$ cat src/rtl/rv32ima_boot_loader.sv
// Boot sequencer: holds the core in reset, streams a length-prefixed image
// from a byte interface into instruction memory, then releases core reset.
module rv32ima_boot_loader #(
  parameter int unsigned XLEN      = 32,
  parameter int unsigned ADDR_W    = 10,
  parameter int unsigned BASE_ADDR = 0,
  parameter int unsigned RST_HOLD  = 16
) (
  input  logic              clk_i,
  input  logic              rst_i,
  input  logic              start_i,
  input  logic              byte_valid_i,
  input  logic [7:0]        byte_data_i,
  output logic              byte_ready_o,
  output logic              mem_we_o,
  output logic [ADDR_W-1:0] mem_addr_o,
  output logic [XLEN-1:0]   mem_wdata_o,
  output logic              core_rst_o,
  output logic              boot_done_o,
  output logic              boot_err_o
);

  localparam int unsigned NBYTES = XLEN / 8;
  localparam int unsigned BCNT_W = (NBYTES > 1) ? $clog2(NBYTES) : 1;
  localparam int unsigned HOLD_W = $clog2(RST_HOLD + 1);
  localparam int unsigned WIDX_W = ADDR_W + 1;
  localparam int unsigned XW1    = XLEN + 1;

  localparam logic [BCNT_W-1:0] BCNT_LAST = BCNT_W'(NBYTES - 1);
  localparam logic [HOLD_W-1:0] HOLD_LAST = HOLD_W'(RST_HOLD - 1);
  localparam logic [XW1-1:0]    CAPACITY  = XW1'(1) << ADDR_W;
  localparam logic [ADDR_W-1:0] BASE      = ADDR_W'(BASE_ADDR);

  typedef enum logic [2:0] {
    S_IDLE,
    S_HDR,
    S_LOAD,
    S_HOLD,
    S_RUN,
    S_ERR
  } state_t;

  state_t              state_q, state_d;
  logic [BCNT_W-1:0]   bcnt_q, bcnt_d;
  logic [XLEN-1:0]     shift_q, shift_d;
  logic [XLEN-1:0]     n_q, n_d;
  logic [WIDX_W-1:0]   widx_q, widx_d;
  logic [HOLD_W-1:0]   hold_q, hold_d;
  logic                ready_d, we_d, run_d, err_d;
  logic [ADDR_W-1:0]   addr_d;
  logic [XLEN-1:0]     wdata_d;
  logic                take;
  logic [XLEN-1:0]     shift_nx;
  logic [WIDX_W-1:0]   widx_inc;

  // Next-state, datapath and registered-output next values
  always_comb begin
    state_d  = state_q;
    bcnt_d   = bcnt_q;
    shift_d  = shift_q;
    n_d      = n_q;
    widx_d   = widx_q;
    hold_d   = hold_q;
    we_d     = 1'b0;
    addr_d   = mem_addr_o;
    wdata_d  = mem_wdata_o;
    take     = byte_valid_i && byte_ready_o;
    // Little-endian assembly: each new byte enters at the top and shifts down
    shift_nx = (shift_q >> 8) | (XLEN'(byte_data_i) << (XLEN - 8));
    widx_inc = widx_q + WIDX_W'(1);

    case (state_q)
      S_IDLE: begin
        state_d = S_HDR;
        bcnt_d  = '0;
        shift_d = '0;
        n_d     = '0;
        widx_d  = '0;
      end
      S_HDR: begin
        if (take) begin
          shift_d = shift_nx;
          bcnt_d  = bcnt_q + BCNT_W'(1);
          if (bcnt_q == BCNT_LAST) begin
            n_d     = shift_nx;
            bcnt_d  = '0;
            shift_d = '0;
            hold_d  = '0;
            if (shift_nx == '0) begin
              state_d = S_HOLD;
            end else if ({1'b0, shift_nx} > CAPACITY) begin
              state_d = S_ERR;
            end else begin
              state_d = S_LOAD;
            end
          end
        end
      end
      S_LOAD: begin
        if (take) begin
          shift_d = shift_nx;
          bcnt_d  = bcnt_q + BCNT_W'(1);
          if (bcnt_q == BCNT_LAST) begin
            bcnt_d  = '0;
            shift_d = '0;
            we_d    = 1'b1;
            addr_d  = BASE + widx_q[ADDR_W-1:0];
            wdata_d = shift_nx;
            widx_d  = widx_inc;
            if (XW1'(widx_inc) == {1'b0, n_q}) begin
              state_d = S_HOLD;
              hold_d  = '0;
            end
          end
        end
      end
      S_HOLD: begin
        if (hold_q == HOLD_LAST) begin
          state_d = S_RUN;
        end else begin
          hold_d = hold_q + HOLD_W'(1);
        end
      end
      S_RUN, S_ERR: begin
        if (start_i) begin
          state_d = S_HDR;
          bcnt_d  = '0;
          shift_d = '0;
          n_d     = '0;
          widx_d  = '0;
        end
      end
      default: begin
        state_d = S_IDLE;
      end
    endcase

    ready_d = (state_d == S_HDR) || (state_d == S_LOAD);
    run_d   = (state_d == S_RUN);
    err_d   = (state_d == S_ERR);
  end

  // State, datapath and output registers with synchronous active-low reset
  always_ff @(posedge clk_i) begin
    if (!rst_i) begin
      state_q      <= S_IDLE;
      bcnt_q       <= '0;
      shift_q      <= '0;
      n_q          <= '0;
      widx_q       <= '0;
      hold_q       <= '0;
      byte_ready_o <= 1'b0;
      mem_we_o     <= 1'b0;
      mem_addr_o   <= '0;
      mem_wdata_o  <= '0;
      core_rst_o   <= 1'b0;
      boot_done_o  <= 1'b0;
      boot_err_o   <= 1'b0;
    end else begin
      state_q      <= state_d;
      bcnt_q       <= bcnt_d;
      shift_q      <= shift_d;
      n_q          <= n_d;
      widx_q       <= widx_d;
      hold_q       <= hold_d;
      byte_ready_o <= ready_d;
      mem_we_o     <= we_d;
      mem_addr_o   <= addr_d;
      mem_wdata_o  <= wdata_d;
      core_rst_o   <= run_d;
      boot_done_o  <= run_d;
      boot_err_o   <= err_d;
    end
  end

endmodule

$ cat config.mk
export PLATFORM = sky130hd
export DESIGN_NAME = rv32ima_boot_loader
export DESIGN_NICKNAME = d
export VERILOG_FILES = /design/src/rtl/rv32ima_boot_loader.sv
export SDC_FILE = /design/constraint.sdc
export NUM_CORES = 1
export LEC_CHECK = 0
export BUFFER_PORTS_ARGS = -buffer_cell sky130_fd_sc_hd__buf_2
export CAP_MARGIN = 30
export CORE_MARGIN = 2
export CORE_UTILIZATION = 60
export CTS_BUF_LIST = sky130_fd_sc_hd__clkbuf_4
export DETAILED_ROUTE_END_ITERATION = 10
export PLACE_DENSITY = 0.79
export SYNTH_ARGS = -nofsm -noshare
export SYNTH_HDL_FRONTEND = slang
export SYNTH_SLANG_ARGS = --single-unit
export TNS_END_PERCENT = 20
$ cat constraint.sdc
create_clock -name clk_i -period 3 [get_ports clk_i]
set_clock_uncertainty 0.15 [all_clocks]
set_input_delay 0 -clock clk_i [delete_from_list [all_inputs] [get_ports clk_i]]
set_output_delay 0 -clock clk_i [all_outputs]
set_load 0.02 [all_outputs]
==> run metrics, run 1 <==
first-pass GRT wire length 20300 microns; Max FO, Critical Path 17; final setup fails 0; CTS Buffer Depth 2; post-synthesis mux area share 0.414%; antenna violations before repair 0; Distinct cells, synth 45; TNS Setup 0 ns; Post-DRT Antenna Nets 0; period utilisation layout 93.4%; top-count cell post-synth nand2_1; Slew @ Worst Pin 0.750 ns; RD Place Congestion 0.983; Final Max Tran Viols 0; syn_area_per_cell 7.67 sq um; LEAKAGE 2.25 nW; ANT cells 0; Critical Path RT 3.33 ns; slew margin rel. 49.9%; Layout Area Growth over Synthesis 14.9%; XOR/XNOR Fraction of Synth Area 2.04%; Post-CTS Setup Repair Bufs 0; Remaining Overflow, GRT 0; crit-path leading delay family buffers and inverters; Slowest-stage cell, CP dfxtp_1; combined area of the multi-input logic cells 2490 sq um; cts bufs inserted 17; clk slew on worst S/H paths 0.13 ns; Cell Area, Placed 5500 sq um; CP Class reg2reg; io pins 59; Max stage delay on crit path 0.71 ns; port bufs 58; Synth Area in Compound Gates 17.2%; PD cells 484 nW/um^2; Tot Pwr 2.86 mW; area leader, netlist dfxtp_1; fillcell total 685; # DRC 0; Max-cap violations 0; share of layout cells above drive strength 1 15.5%; H-tree depth 4; core area 8260 sq um; DR vias 4914; pin count of the biggest net entering global routing 73; clk root buf clkbuf_4; FF/Latch Area 2460 sq um; CTS tree built; drt wl/cell 15.2 microns; RSZ-0062 raised after global routing false; Post-synth ARST share 0%; Layout Utilization 71.6%; nets 744; GRT Util Overall 28.5%; clk_lat worst skew 0.53 ns; drt via density 5.81; die width 96.6 microns; top post-synthesis cells by count 164 x nand2_1, 123 x dfxtp_1, 119 x a21oi_1, 65 x nand3_1, 42 x clkbuf_1; first drt pass iteration count 7; number of global-route vias before repair 4392; WL final 12900 microns; register area share after synthesis 47.9%; dominant cells by area after synthesis dfxtp_1 48%, nand2_1 12%, a21oi_1 12%, nand3_1 6.3%, clkbuf_1 3.1%; Critical Path AT 3.14 ns; Critical Path, Cell by Cell nand2_1 -> nor2_4 -> buf_4 -> nand2_1 -> a21oi_1 -> dlygate4sd3_1; final hold viol count 0; Yosys reg bits 123; CTS Sinks 123; Cell Area, Synth 5140 sq um; largest family of logic cells by synthesized area simple AND/OR/NAND/NOR gates; area share of the largest cell type after synthesis 47.9%; adder-cell share of the synthesized area 1.17%; Ys Warns 0; Iter 0 DRT Violations 366; commonest register cell after synthesis dfxtp_1; VDD IR-drop max 374 uV; fmax 357 MHz; path type of the worst min-delay path in2reg; Die Area 9330 sq um; Cells after Synth 671; HPWL Detailed 8240 microns; most used cell, CP nand2_1; Worst Setup End Kind flip-flop; crit path launch type flip-flop; DP Cell Count 798; Rows 33; Mapped Nets 687; EDFF count, synth 0; run status finished, final reports clean; post-route minimum period 2.80 ns; Die Ht 96.6 microns; Layout Cells excl Fill 846; Worst Path Buf+Inv 2; Post-Synth Simple-Gate Area 27.1%; post-route cell area 5910 sq um; Initial Util 62.3%
layout by cell type (no fill, tap or decap), types with 8 or more instances in the layout:
| master | synthesis | layout |
|---|---|---|
| dfxtp_1 | 123 | 123 |
| nor3_1 | 8 | 8 |
| nor4_1 | 10 | 10 |
| buf_4 | 1 | 13 |
| dlygate4sd3_1 | 0 | 15 |
| nor2_1 | 41 | 40 |
| o21ai_0 | 9 | 9 |
| nand3_1 | 65 | 65 |
| a31oi_1 | 8 | 8 |
| buf_2 | 4 | 58 |
| clkbuf_4 | 0 | 18 |
| nand2_1 | 164 | 163 |
| xnor2_1 | 8 | 8 |
| a21oi_1 | 119 | 119 |
state kept, by name (all words and copies together), names as in the netlist:
| register | cells |
|---|---|
| bcnt_q | 2 |
| boot_done_o | 1 |
| boot_err_o | 1 |
| byte_ready_o | 1 |
| hold_q | 5 |
| mem_addr_o | 10 |
| mem_wdata_o | 32 |
| mem_we_o | 1 |
| n_q | 32 |
| shift_q | 24 |
| state_q | 3 |
| widx_q | 11 |
cell type report:
| class | count | area share, % |
|---|---|---|
| Clock buffer | 18 | 2.29 |
| Sequential cell | 123 | 41.7 |
| Inverter | 4 | 0.254 |
| Timing Repair Buffer | 87 | 9.44 |
| Tap cell | 105 | 2.22 |
| Clock inverter | 14 | 1.93 |
| Multi-Input combinational cell | 495 | 42.2 |
path summary, 6_finish.rpt:
kind                                            startpoint                            to  slack (ns)  cells past startpoint
worst max-delay path                 state_q[1]$_SDFF_PN0_  mem_wdata_o[25]$_SDFFE_PN0P_        0.20                      6
worst min-delay path                        byte_data_i[6]      shift_q[30]$_SDFFE_PN0P_        0.16                      4
worst max register to register       state_q[1]$_SDFF_PN0_  mem_wdata_o[25]$_SDFFE_PN0P_        0.20                      6
worst min register to register  mem_addr_o[5]$_SDFFE_PN0P_    mem_addr_o[5]$_SDFFE_PN0P_        0.31                      2
tightest hold or removal path: stages:
cell,delay (ns)
dlygate4sd3_1,0.53
buf_2,0.15
nand3_1,0.07
a21oi_1,0.06
metal layers:
layer	wire, microns	GRT usage (%)	vias to the layer above	part of all wire (%)
met4	199	11.7	0	1.5
li1	-	-	2422	-
met1	5420	36.0	2264	42
met5	0	0	-	0
met2	6390	46.1	199	50
met3	880	7.84	29	6.8
cell families (layout without fill, tap and decap cells):
family	after synthesis	in the layout
AO/OA/AOI/OAI	158	158
AND/OR/NAND/NOR	317	318
flip-flops	123	123
multiplexers	2	2
XOR/XNOR	12	12
buffers and inverters	54	123
adder cells (fa/ha/maj)	5	5
metrics by stage:
step           hold WS, ns  setup slack [ns]
5_1_grt              0.131            0.0181
2_1_floorplan      -0.0283             0.300
3_5_place_dp         0.140             0.275
3_3_place_gp         0.132             0.316
6_report             0.164             0.197
4_1_cts              0.117             0.187
power by group:
part,switching (mW),internal [mW]
Sequential,0.0172,1.65
Combinational,0.106,0.0501
Clock,0.685,0.354
repair_timing:
| item | in CTS | in global routing |
|---|---|---|
| resized for setup | 0 | 0 |
| hold endpoints to repair | 61 | 0 |
| hold buffers | 15 | 0 |
| setup endpoints to repair | 0 | 3 |
No activity file was read; power rests on OpenSTA's default activity.
==> run 2, diff against run 1 <==
Settings changed: ABC_AREA from default to 1, CORE_UTILIZATION 60 to 61, PLACE_DENSITY 0.79 to 0.8.
==> run metrics, run 2 <==
run status finished, final reports clean; Die Ht 97.7 microns (+1.1%); combined area of the multi-input logic cells 2470 sq um (-1.1%); Final Max Tran Viols 0 (unchanged); Yosys reg bits 123 (unchanged); Post-synth ARST share 0% (unchanged); commonest non-fill, non-tap cells in the layout 123 x dfxtp_1, 109 x nand2_1, 90 x a21oi_1, 76 x nor2_1, 58 x buf_2; first-pass GRT wire length 22000 microns (+8.3%); PD cells 517 nW/um^2 (+6.7%); VDD IR-drop max 350 uV (-6.5%); Critical Path RT 3.35 ns (+0.02 ns); number of global-route vias before repair 4624 (+5.3%); area share of the largest cell type after synthesis 46.0% (-1.8 points); WL final 13400 microns (+3.7%); biggest regs mem_wdata_o x32, n_q x32, shift_q x24; post-route minimum period 2.59 ns (-0.212 ns); share of layout cells above drive strength 1 20.2% (+4.7 points); Ys Warns 0 (unchanged); Rows 34 (+3.0%); Post-DRT Antenna Nets 0 (unchanged); syn_area_per_cell 7.78 sq um (+1.4%); Initial Util 62.3% (about the same); Iter 0 DRT Violations 329 (-10%); TNS Setup 0 ns (unchanged); period utilisation layout 86.4% (-7.1 points); HP Start byte_data_i[1]; antenna violations before repair 0 (unchanged); die width 97.7 microns (+1.1%); Slew @ Worst Pin 0.761 ns (+0.0109 ns); io pins 59 (unchanged); port bufs 58 (unchanged); Worst Setup End Kind flip-flop; CTS Sinks 123 (unchanged); FF-to-FF path depth 8 (+2); H-tree depth 4 (unchanged); Layout Area Growth over Synthesis 13.9%; drt via density 5.68 (-2.3%); r2r endpoint n_q[27]$_SDFFE_PN0P_; core area 8590 sq um (+4.1%); CTS tree built; Mapped Nets 704 (+2.5%); Cells after Synth 688 (+2.5%); LEAKAGE 2.57 nW (+14%); cts bufs inserted 17 (unchanged); RD Place Congestion 0.872 (-11%); Die Area 9540 sq um (+2.2%); fmax 386 MHz (+8.2%); commonest non-fill, non-tap cell in the layout dfxtp_1; path type of the worst min-delay path in2reg; nets 766 (+3.0%); top post-synthesis cells by count 123 x dfxtp_1, 109 x nand2_1, 90 x a21oi_1, 76 x nor2_1, 51 x nand3_1; GRT Util Overall 28.4% (-0.16 points); setup slack, reg-to-reg 0.41 ns (+0.21 ns); Remaining Overflow, GRT 0 (unchanged); Distinct cells, synth 40 (-11%); DR vias 4945 (+0.63%); Max-cap violations 0 (unchanged); crit path launch type flip-flop; commonest register cell after synthesis dfxtp_1; clk root buf clkbuf_4; fillcell total 714 (+4.2%); worst hold path depth 4 (unchanged); ANT cells 0 (unchanged); area leader, netlist dfxtp_1; slew margin rel. 49.2% (-0.71 points); clk slew on worst S/H paths 0.13 ns (about the same); FF/Latch Area 2460 sq um (unchanged); top-count cell post-synth dfxtp_1; CP Class reg2reg; drt wl/cell 15.3 microns (+0.73%); Hold EP mem_wdata_o[25]$_SDFFE_PN0P_; EDFF count, synth 0 (unchanged); Cell Area, Synth 5350 sq um (+4.0%); CTS Buffer Depth 2 (unchanged); # DRC 0 (unchanged); clk_lat worst skew 0.54 ns (about the same); final setup fails 0 (unchanged); dominant cells by area after synthesis dfxtp_1 46%, a21oi_1 8.4%, nand2_1 7.6%, nor2_1 5.3%, nand3_1 4.8%; Layout Utilization 70.9% (-0.67 points); Max FO, Critical Path 25 (+8); register area share after synthesis 46.0% (-1.8 points); HPWL Detailed 9050 microns (+9.9%); Post-CTS Setup Repair Bufs 0 (unchanged); R2R Path Start bcnt_q[0]$_SDFFE_PN0P_; final hold viol count 0 (unchanged); first drt pass iteration count 6 (-1); Critical Path AT 2.94 ns (-0.20 ns); RSZ-0062 raised after global routing false; pin count of the biggest net entering global routing 48 (-34%)
[run 2: cell count changes after synthesis, moves of 16 or more]
| cell | before | now |
|---|---|---|
| nor2_1 | 41 | 76 |
| o21ai_0 | 9 | 44 |
| inv_2 | 0 | 16 |
| inv_1 | 3 | 46 |
| clkbuf_1 | 42 | 19 |
| nand2_1 | 164 | 109 |
| a21oi_1 | 119 | 90 |
[run 2: how the worst max path moves through the flow]
stage,start,end,slack (ns),cells past startpoint
2_1_floorplan,widx_q[0]$_SDFFE_PN0P_,byte_ready_o$_SDFF_PN0_,1.06,16
3_3_place_gp,widx_q[0]$_SDFFE_PN0P_,byte_ready_o$_SDFF_PN0_,0.86,15
6_report,bcnt_q[0]$_SDFFE_PN0P_,n_q[27]$_SDFFE_PN0P_,0.41,8
4_1_cts,bcnt_q[0]$_SDFFE_PN0P_,n_q[27]$_SDFFE_PN0P_,0.42,8
5_1_grt,bcnt_q[0]$_SDFFE_PN0P_,n_q[27]$_SDFFE_PN0P_,0.16,8
3_5_place_dp,widx_q[0]$_SDFFE_PN0P_,byte_ready_o$_SDFF_PN0_,0.74,15
[run 2: through the flow]
stage	worst slack [ns]	power, mW	instance area (sq um)	hold slack (ns)	instances
floorplan	1.06	1.91	5350	-0.0151	688
global placement	0.859	1.97	5650	0.149	824
detailed placement	0.738	1.98	5650	0.149	824
CTS	0.417	3.15	6090	0.136	871
global route	0.163	3.25	6090	0.161	871
finish	0.409	3.15	6090	0.157	871
[run 2: power by group]
| group | switching (mW) | total, mW | internal, mW |
|---|---|---|---|
| combinational | 0.177 | 0.262 | 0.0847 |
| sequential | 0.0304 | 1.70 | 1.67 |
| clock | 0.680 | 1.19 | 0.506 |
| total | 0.887 | 3.15 | 2.26 |
[run 2: layer usage]
layer | routed length, microns | up-vias | GRT usage [%]
li1 | - | 2441 | -
met1 | 5710 | 2268 | 36.3
met2 | 6400 | 197 | 46.2
met3 | 878 | 39 | 6.55
met4 | 374 | 0 | 11.9
met5 | 0 | - | 0
[run 2: what timing repair did]
action,4_1_cts,5_1_grt
endpoints found under the hold margin,86,0
endpoints found under the setup margin,0,0
hold buffers,15,0
resized for setup,0,0
[run 2: cell type report]
| cell class | instances | area share [%] |
|---|---|---|
| clock buffers | 17 | 2.09 |
| clock inverters | 15 | 2.71 |
| inverters | 64 | 3.96 |
| multi-input cells | 464 | 40.5 |
| flip-flops and latches | 123 | 40.4 |
| well taps | 108 | 2.22 |
| repair buffers | 80 | 8.09 |
[run 2: worst max-delay path: stages (launching register included)]
cell and delay [ns]:
dfxtp_1 0.38, ha_1 0.26, nand2_1 0.16, nand2_1 0.10, nand2_1 0.07, inv_1 0.56, nand3_1 0.16, a21oi_1 0.15
dlygate4sd3_1 0.56
[run 2: logic make-up after synthesis]
kind of cell / after synthesis / synth area share (%)
simple gates: 280 / 24.4
compound gates: 177 / 20.0
flops: 123 / 46.0
buf+inv: 101 / 7.86
fa+ha+maj: 4 / 0.935
xor+xnor: 3 / 0.772
==> run 3, diff against run 2 <==
--- a/config.mk
+++ b/config.mk
@@ -10,8 +10,8 @@
 export CAP_MARGIN = 30
 export CORE_MARGIN = 2
-export CORE_UTILIZATION = 61
+export CORE_UTILIZATION = 44
 export CTS_BUF_LIST = sky130_fd_sc_hd__clkbuf_4
 export DETAILED_ROUTE_END_ITERATION = 10
-export PLACE_DENSITY = 0.8
+export PLACE_DENSITY = 0.6
 export SYNTH_ARGS = -nofsm -noshare
 export SYNTH_HDL_FRONTEND = slang
==> constraint.sdc (replaced) <==
create_clock -name clk_i -period 3 [get_ports clk_i]
set_clock_uncertainty 0.15 [all_clocks]
set_input_delay 0.6 -clock clk_i [delete_from_list [all_inputs] [get_ports clk_i]]
set_output_delay 0.6 -clock clk_i [all_outputs]
set_load 0.02 [all_outputs]
==> run metrics, run 3 (same netlist as run 2, synthesis figures left out) <==
post-route minimum period 2.33 ns (-0.264 ns); cts bufs inserted 17 (unchanged); biggest regs mem_wdata_o x32, n_q x32, shift_q x24; PD cells 518 nW/um^2 (+0.22%); HPWL Detailed 9210 microns (+1.8%); worst hold path depth 3 (-1); Layout Area Growth over Synthesis 11.7%; Pint 2.30 mW (+2.0%); GR Layer Usage met3 5.13% (-1.4 points); WHS 0.228 ns (+0.0715 ns); Critical Path AT 2.64 ns (-0.30 ns); share of layout cells above drive strength 1 19.7% (-0.48 points); io pins 59 (unchanged); R2R Path Start widx_q[0]$_SDFFE_PN0P_; post-cts resize count 0 (unchanged); slew margin rel. 48.1% (-1.1 points); number of global-route vias before repair 4456 (-3.6%); setup slack, reg-to-reg 0.67 ns (+0.26 ns); Initial Util 44.7% (-18 points); crit-path leading delay family simple AND/OR/NAND/NOR gates; Critical Path, Cell by Cell ha_1 -> nand2_2 -> inv_2 -> nand3_1 -> nand2_1 -> nand2_1 -> nand2_1 -> nand2_1 -> nor2_2 -> nand2_1 -> nor2_2 -> nand2_2 -> nand2_4 -> nand2_4 -> nand2_1 -> nand2_1 -> nor2_1; first-pass GRT wire length 21800 microns (-0.94%); r2r endpoint hold_q[1]$_SDFFE_PN0P_; clk_lat worst skew 0.52 ns (-0.02 ns); pin count of the biggest net entering global routing 66 (+38%); Post-CTS Setup Repair Bufs 0 (unchanged); CP Class reg2reg; met2 Use GR 34.4% (-12 points); die width 114 microns (+17%); core area 12000 sq um (+39%); hold-fix buffers at CTS 0 (-15); drt via density 5.32 (-6.3%); path type of the worst min-delay path in2reg; CTS tree built; Cell Area, Placed 5710 sq um (+1.1%); commonest non-fill, non-tap cell in the layout dfxtp_1; Worst Path Buf+Inv 1 (-1); combinational share of power 8.0% (-0.3 points); nets 751 (-2.0%); antenna violations before repair 0 (unchanged); commonest non-fill, non-tap cells in the layout 123 x dfxtp_1, 109 x nand2_1, 90 x a21oi_1, 76 x nor2_1, 58 x buf_2; Sw Pwr 0.790 mW (-11%); Tot Pwr 3.10 mW (-1.7%); Slew @ Worst Pin 0.778 ns (+0.0172 ns); port bufs 58 (unchanged); Max FO, Critical Path 7 (-72%); clk root buf clkbuf_4; Clk pwr share 37.1% (-0.6 points); Net Sw Frac 25.5% (-2.7 points); Slowest-stage cell, CP dfxtp_1; Hold EP n_q[27]$_SDFFE_PN0P_; Post-DRT Antenna Nets 0 (unchanged); Max stage delay on crit path 0.48 ns (-0.08 ns); Sequential Power Share 54.9% (+0.9 points); Rows 40 (+18%); crit path launch type flip-flop; Worst Setup End Kind flip-flop; GRT Util Overall 21.4% (-6.9 points); CTS Sinks 123 (unchanged); RSZ-0062 raised after global routing false; DR vias 4752 (-3.9%); HP Start byte_data_i[3]; first drt pass iteration count 5 (-1); CTS Buffer Depth 2 (unchanged); ANT cells 0 (unchanged); FF-to-FF path depth 17 (+9); drt wl/cell 15.0 microns (-2.1%); Remaining Overflow, GRT 0 (unchanged); Top Usage Layer GRT met2; RD Place Congestion 0.852 (-2.3%); fmax 430 MHz (+11%); final hold viol count 0 (unchanged); Die Ht 114 microns (+17%); run status finished, final reports clean; post-route cell area 5980 sq um (-1.9%); final setup fails 0 (unchanged); M1 GR Usage 27.9% (-8.4 points); clk slew on worst S/H paths 0.11 ns (-0.02 ns); VDD IR-drop max 219 uV (-37%); period utilisation layout 77.6% (-8.8 points); most used cell, CP nand2_1; Iter 0 DRT Violations 333 (+1.2%); H-tree depth 4 (unchanged); Final Max Tran Viols 0 (unchanged); Critical Path RT 3.31 ns (-0.04 ns); LEAKAGE 2.50 nW (-2.7%); Die Area 13100 sq um (+37%); WL final 13400 microns (+0.34%); Max-cap violations 0 (unchanged); # DRC 0 (unchanged); fillcell total 1176 (+65%); TNS Setup 0 ns (unchanged)
-- run 3: cell types whose count changed in the layout (fill, tap and decap cells not counted), sizes merged --
cell         previous run  this run
bufinv                  2         3
clkbuf                 17        18
clkinv                  7        10
clkinvlp                4         1
dlygate4sd3            15         0
inv                    66        62
-- run 3: how the worst max path moves through the flow --
stage | from | endpoint | depth (start not counted) | slack [ns]
CTS | widx_q[0]$_SDFFE_PN0P_ | hold_q[1]$_SDFFE_PN0P_ | 17 | 0.69
finish | widx_q[0]$_SDFFE_PN0P_ | hold_q[1]$_SDFFE_PN0P_ | 17 | 0.67
detailed placement | widx_q[0]$_SDFFE_PN0P_ | hold_q[2]$_SDFFE_PN0P_ | 16 | 0.71
floorplan | widx_q[0]$_SDFFE_PN0P_ | byte_ready_o$_SDFF_PN0_ | 16 | 1.06
global route | widx_q[0]$_SDFFE_PN0P_ | hold_q[4]$_SDFFE_PN0P_ | 17 | 0.45
global placement | widx_q[0]$_SDFFE_PN0P_ | hold_q[1]$_SDFFE_PN0P_ | 16 | 0.72
-- run 3: stage by stage --
stage	util (%)	std cells	setup WS, ns
final	50.0	893	0.673
after global routing	50.0	893	0.450
after CTS	50.0	893	0.693
after detailed placement	47.7	863	0.715
after global placement	47.7	863	0.717
after floorplan	-	688	1.06
-- run 3: final cells by class --
cell class	count	area [sq um]	share of cell area, %
sequential	123	2460	41.2
clock buffer	18	135	2.26
tap	147	184	3.08
clock inverter	12	131	2.20
multi-input combinational	464	2470	41.3
timing repair buffer	65	355	5.95
inverter	64	241	4.04
-- run 3: tightest hold or removal path: cells and delay by family --
family                 cells  cell delay (ns)
AOI/OAI and AO/OA          1             0.06
and+or+nand+nor            1             0.08
buffers and inverters      1             0.13
-- run 3: power by group through the flow --
stage | Sequential, mW | Combinational [mW] | Clock (mW)
6_report | 1.70 | 0.248 | 1.15
3_5_place_dp | 1.74 | 0.248 | 0
5_1_grt | 1.71 | 0.273 | 1.25
4_1_cts | 1.70 | 0.249 | 1.18
3_3_place_gp | 1.74 | 0.245 | 0
2_1_floorplan | 1.73 | 0.186 | 0
-- run 3: per-layer routing --
| layer | wire (microns) | up-vias |
|---|---|---|
| met2 | 6410 | 119 |
| li1 | - | 2417 |
| met4 | 203 | 0 |
| met5 | 0 | - |
| met1 | 6200 | 2199 |
| met3 | 604 | 17 |
